File: config.mk
export PLATFORM = sky130hd
export DESIGN_NAME = booth_mult_step
export DESIGN_NICKNAME = d
export VERILOG_FILES = /design/src/rtl/booth_mult_step.sv
export SDC_FILE = /design/constraint.sdc
export NUM_CORES = 1
export LEC_CHECK = 0
export CAP_MARGIN = 30
export CORE_MARGIN = 2
export CORE_UTILIZATION = 48
export DETAILED_ROUTE_END_ITERATION = 8
export GPL_ROUTABILITY_DRIVEN = 0
export GPL_TIMING_DRIVEN = 1
export PLACE_DENSITY = 0.95
export SKIP_LAST_GASP = 1
export SLEW_MARGIN = 20
export SYNTH_ARGS = -nofsm -noshare
export SYNTH_HDL_FRONTEND = slang
export SYNTH_SLANG_ARGS = --single-unit
File: constraint.sdc
create_clock -name clk -period 7.3 [get_ports clk]
set_input_delay 1.095 -clock clk [delete_from_list [all_inputs] [get_ports clk]]
set_output_delay 1.095 -clock clk [all_outputs]
set_load 0.05 [all_outputs]
File: src/rtl/booth_mult_step.sv
// Radix-2 Booth multiplier sequencer driving an external 65-bit product register.
// One multiply takes 34 cycles: load, 32 add/sub-and-shift steps, one result cycle.
`timescale 1ns/1ps
module booth_mult_step (
    input  logic        clk,
    input  logic        clr_n,
    input  logic        start,
    input  logic [31:0] data_a,
    input  logic [31:0] data_b,
    input  logic [64:0] prod_q,
    output logic [64:0] prod_d,
    output logic        prod_we,
    output logic        busy,
    output logic        result_rdy,
    output logic [31:0] result,
    output logic        overflow
);

    typedef enum logic [1:0] {IDLE, RUN, DONE} state_t;

    state_t      state;
    logic [4:0]  cnt;
    logic [31:0] mcand;
    logic        a_min;
    logic        b_small;
    logic [31:0] u;
    logic [31:0] u_next;

    // NOTE: sequential state uses non-blocking assignments so every register samples pre-edge values.
    always_ff @(posedge clk) begin
        if (!clr_n) begin
            state   <= IDLE;
            cnt     <= 5'd0;
            mcand   <= 32'd0;
            a_min   <= 1'b0;
            b_small <= 1'b0;
        end else begin
            unique case (state)
                IDLE: begin
                    if (start) begin
                        mcand   <= data_a;
                        a_min   <= (data_a == 32'h8000_0000);
                        b_small <= (data_b == 32'd0) || (data_b == 32'd1);
                        cnt     <= 5'd0;
                        state   <= RUN;
                    end
                end
                RUN: begin
                    cnt <= cnt + 5'd1;
                    if (cnt == 5'd31)
                        state <= DONE;
                end
                DONE:    state <= IDLE;
                default: state <= IDLE;
            endcase
        end
    end

    // Booth step on the upper half; the carry out of the 32-bit add is dropped.
    // NOTE: every always_comb output gets a default first so no path can infer a latch.
    always_comb begin
        u      = prod_q[64:33];
        u_next = u;
        unique case (prod_q[1:0])
            2'b01:   u_next = u + mcand;
            2'b10:   u_next = u - mcand;
            default: u_next = u;
        endcase
    end

    always_comb begin
        prod_d   = '0;
        prod_we  = 1'b0;
        result   = '0;
        overflow = 1'b0;
        unique case (state)
            IDLE: begin
                if (start) begin
                    prod_d  = {32'd0, data_b, 1'b0};
                    prod_we = clr_n;
                end
            end
            RUN: begin
                prod_d  = {u_next[31], u_next, prod_q[32:1]};
                prod_we = clr_n;
            end
            DONE: begin
                result = prod_q[32:1];
                // INT_MIN multiplicand overflows the 32-bit accumulator, so decide from the operands.
                if (a_min)
                    overflow = !b_small;
                else
                    overflow = (prod_q[64:33] != {32{prod_q[32]}});
            end
            default: ;
        endcase
    end

    assign busy       = (state == RUN) || (state == DONE);
    assign result_rdy = (state == DONE);

endmodule
==> qor.csv <==
metric,value,unit
run status,"finished, final reports clean",
core area,10900,µm²
area growth from synthesis to layout,46.7,%
number of synthesized flops with an enable pin,0,
final routed DRC violation total,0,
clock tree sinks,41,
dominant combinational cell family by area after synthesis,simple AND/OR/NAND/NOR gates,
layout cell share with drive strength beyond 1,3.13,%
post-synth cell types,69,
fraction of the yosys area taken by sequential cells,15.1,%
"Hold-fix buffers, CTS",0,
power per cell area,176,nW/µm²
Via density,6.02,
final slew viol count,0,
H-tree Lvls,2,
Die W,110,µm
Setup CP Type,in2out,
DRT antenna net count,0,
die height,110,µm
Setup Viol. Count Final,0,
classification of the worst-slack hold path,reg2reg,
half-perimeter wire length of the detailed placement result,16500,µm
Final #Nets,1162,
synthesized net count,962,
clock tree from TritonCTS,yes,
sequential fraction of design power,18.0,%
antenna violations before repair,0,
clock root buffer,sky130_fd_sc_hd__clkbuf_16,
Maximum Capacitance Violations,0,
Max Clock Freq,0.150,GHz
Critical Path RT,6.20,ns
post-synthesis share of cell area spent on xor and xnor gates,7.24,%
Sw Pwr,0.646,mW
wire length after detailed routing,20300,µm
commonest register cell after synthesis,sky130_fd_sc_hd__dfxtp_1,
effective utilization at floorplan,49.7,%
number of warnings reported in the yosys synthesis log,0,
count of antenna diodes in the layout,0,
mean instance size in the synthesized netlist,6.88,µm²
area of the die,12200,µm²
share of synthesized registers carrying an async set or reset,0,%
overflow left after global routing,0,
worst endpoint data arrival time,5.59,ns
internal power of the cells,0.761,mW
setup repair after global routing missed its margin,no,
simple-gate share of the synthesized area,32.1,%
Max Root-Sink Buffers,2,
Final Cell Area,7980,µm²
Starting DRT DRC Count,588,
total number of placement rows,38,
via count of the first global-routing pass,6357,
worst vdd ir,131,µV
power share of the clock group,17.1,%
type of origin of the critical path,primary input,
post-route clock skew,0.00215,ns
worst-case headroom to the max-slew limit,51.8,%
Post-Route Setup TNS,0,ns
total of buffers placed on input and output ports,232,
"synthesized-area fraction occupied by ao, oa, aoi and oai cells",30.5,%
post-layout minimum cycle time,6.69,ns
Lkg Pwr,3.06,nW
area of placed instances,7810,µm²
global-route wire length before repair,32300,µm
switching part of the total,45.9,%
routed wire length per instance,18.0,µm
Comb power frac,64.9,%
aggregate global-route resource usage,31.8,%
synthesized-area fraction occupied by adder cells,9.11,%
Tcrit/Tclk final,91.6,%
Worst-Skew Late Latency,0.28,ns
first-pass iteration count of the detailed router,5,
Setup crit end kind,output port,
count of instances resized after the clock tree is built,0,
synthesized flop and latch total,41,
CP Max Fanout,31,
vias after detailed routing,6811,
Worst Tran Pin Value,0.720,ns
number of placed I/O pins,233,
post-CTS setup buffer count,0,
reg2reg path depth,6,
mux cell area share after synthesis,1.15,%
final hold violations,0,
mapped cell area,5440,µm²
hold path depth,2,
Post-Synthesis Cells,791,
clock-pin slew reported for the worst setup and hold paths after clock tree synthesis,0.05,ns
total CTS buffers,5,
pin count of the biggest net entering global routing,56,
## worst max-delay path, stage by stage
cell	delay [ns]
sky130_fd_sc_hd__clkdlybuf4s50_1	0.49
sky130_fd_sc_hd__ha_1	0.15
sky130_fd_sc_hd__buf_4	0.28
sky130_fd_sc_hd__mux2_2	0.41
sky130_fd_sc_hd__fa_1	0.40
sky130_fd_sc_hd__and2b_1	0.25
sky130_fd_sc_hd__o211ai_1	0.09
sky130_fd_sc_hd__a21boi_1	0.24
sky130_fd_sc_hd__o211a_1	0.26
sky130_fd_sc_hd__a31oi_1	0.26
sky130_fd_sc_hd__o31a_1	0.41
sky130_fd_sc_hd__or3_1	0.32
sky130_fd_sc_hd__nand3_1	0.10
sky130_fd_sc_hd__clkdlybuf4s50_1	0.82
## path summary, 6_finish.rpt
check / to / start / slack [ns]
worst max-delay path: prod_d[56] / prod_q[1] / 0.61
worst min-delay path: mcand[28]$_SDFFE_PN0P_ / mcand[28]$_SDFFE_PN0P_ / 0.49
worst max register to register: mcand[19]$_SDFFE_PN0P_ / state[1]$_SDFFE_PN0P_ / 5.05
worst min register to register: mcand[28]$_SDFFE_PN0P_ / mcand[28]$_SDFFE_PN0P_ / 0.49
## metal layers
metal  vias up  routed length, µm  global-route usage [%]
met1      3108               8050                    38.6
li1       3290                  -                       -
met3        49               1800                    6.86
met4         0                564                    9.58
met5         -                  0                       0
met2       364               9920                    56.2
## stage by stage
stage          util (%)  hold slack [ns]  instances  worst slack, ns  power, mW
2_1_floorplan         -            0.455        791             1.11      0.877
3_3_place_gp       71.4            0.473       1123            0.805       1.14
3_5_place_dp       71.4            0.479       1123            0.659       1.15
4_1_cts            72.9            0.495       1130            0.651       1.40
5_1_grt            73.0            0.539       1131            0.282       1.49
6_report           73.0            0.493       1131            0.615       1.41
## synth_stat cells, types with 22 or more instances
| cell type | n | area share (%) |
|---|---|---|
| sky130_fd_sc_hd__a21boi_0 | 34 | 4.7 |
| sky130_fd_sc_hd__nand2_1 | 111 | 7.7 |
| sky130_fd_sc_hd__clkbuf_1 | 44 | 3.0 |
| sky130_fd_sc_hd__nor4_1 | 25 | 2.9 |
| sky130_fd_sc_hd__dfxtp_1 | 41 | 15 |
| sky130_fd_sc_hd__nor2_1 | 64 | 4.4 |
| sky130_fd_sc_hd__o21ai_0 | 32 | 2.9 |
| sky130_fd_sc_hd__nand3_1 | 22 | 2.0 |
| sky130_fd_sc_hd__xnor2_1 | 38 | 6.1 |
| sky130_fd_sc_hd__nor3_1 | 25 | 2.3 |
| sky130_fd_sc_hd__a21oi_1 | 60 | 5.5 |
| sky130_fd_sc_hd__a22o_1 | 33 | 5.3 |
| sky130_fd_sc_hd__and2_1 | 43 | 4.9 |
| sky130_fd_sc_hd__ha_1 | 38 | 8.7 |
## registers in the layout, indices dropped and copies added (netlist names)
signal and flops:
mcand 32, cnt 5, state 2, a_min 1, b_small 1
## power by group through the flow
stage / sequential (mW) / combinational [mW] / clock (mW)
2_1_floorplan: 0.254 / 0.624 / 0
3_3_place_gp: 0.257 / 0.883 / 0
3_5_place_dp: 0.258 / 0.896 / 0
4_1_cts: 0.253 / 0.900 / 0.243
6_report: 0.253 / 0.914 / 0.241
5_1_grt: 0.255 / 0.981 / 0.253
## kinds of logic (layout without fill, tap and decap cells)
group                    Yosys count  after routing
flip-flops                        41             41
AO/OA/AOI/OAI                    242            242
buffers and inverters             68            268
adder cells (fa/ha/maj)           39             39
AND/OR/NAND/NOR                  350            350
multiplexers                       6              6
XOR/XNOR                          45             45
## cells in the final DEF (no fill, tap or decap), types with 12 or more instances in the layout
cell type | netlist | final
sky130_fd_sc_hd__clkdlybuf4s50_1 | 0 | 231
sky130_fd_sc_hd__nand2_1 | 111 | 111
sky130_fd_sc_hd__nor2_1 | 64 | 64
sky130_fd_sc_hd__a21oi_1 | 60 | 60
sky130_fd_sc_hd__and2_1 | 43 | 42
sky130_fd_sc_hd__dfxtp_1 | 41 | 41
sky130_fd_sc_hd__xnor2_1 | 38 | 38
sky130_fd_sc_hd__ha_1 | 38 | 37
sky130_fd_sc_hd__a21boi_0 | 34 | 34
sky130_fd_sc_hd__a22o_1 | 33 | 33
sky130_fd_sc_hd__o21ai_0 | 32 | 32
sky130_fd_sc_hd__nor3_1 | 25 | 25
sky130_fd_sc_hd__nor4_1 | 25 | 25
sky130_fd_sc_hd__nand3_1 | 22 | 22
sky130_fd_sc_hd__inv_1 | 20 | 20
sky130_fd_sc_hd__a31oi_1 | 16 | 16
sky130_fd_sc_hd__nand4_1 | 13 | 13
sky130_fd_sc_hd__a21o_1 | 12 | 12
## final cells by class
| type | instances | area [µm²] |
|---|---|---|
| repair buffers | 241 | 2390 |
| clock buffers | 5 | 125 |
| fillers | 840 | 2950 |
| well taps | 140 | 175 |
| inverters | 20 | 75.1 |
| multi-input cells | 682 | 4360 |
| flip-flops and latches | 41 | 821 |
| clock inverters | 2 | 35.0 |
No activity file was read; power rests on OpenSTA's default activity.
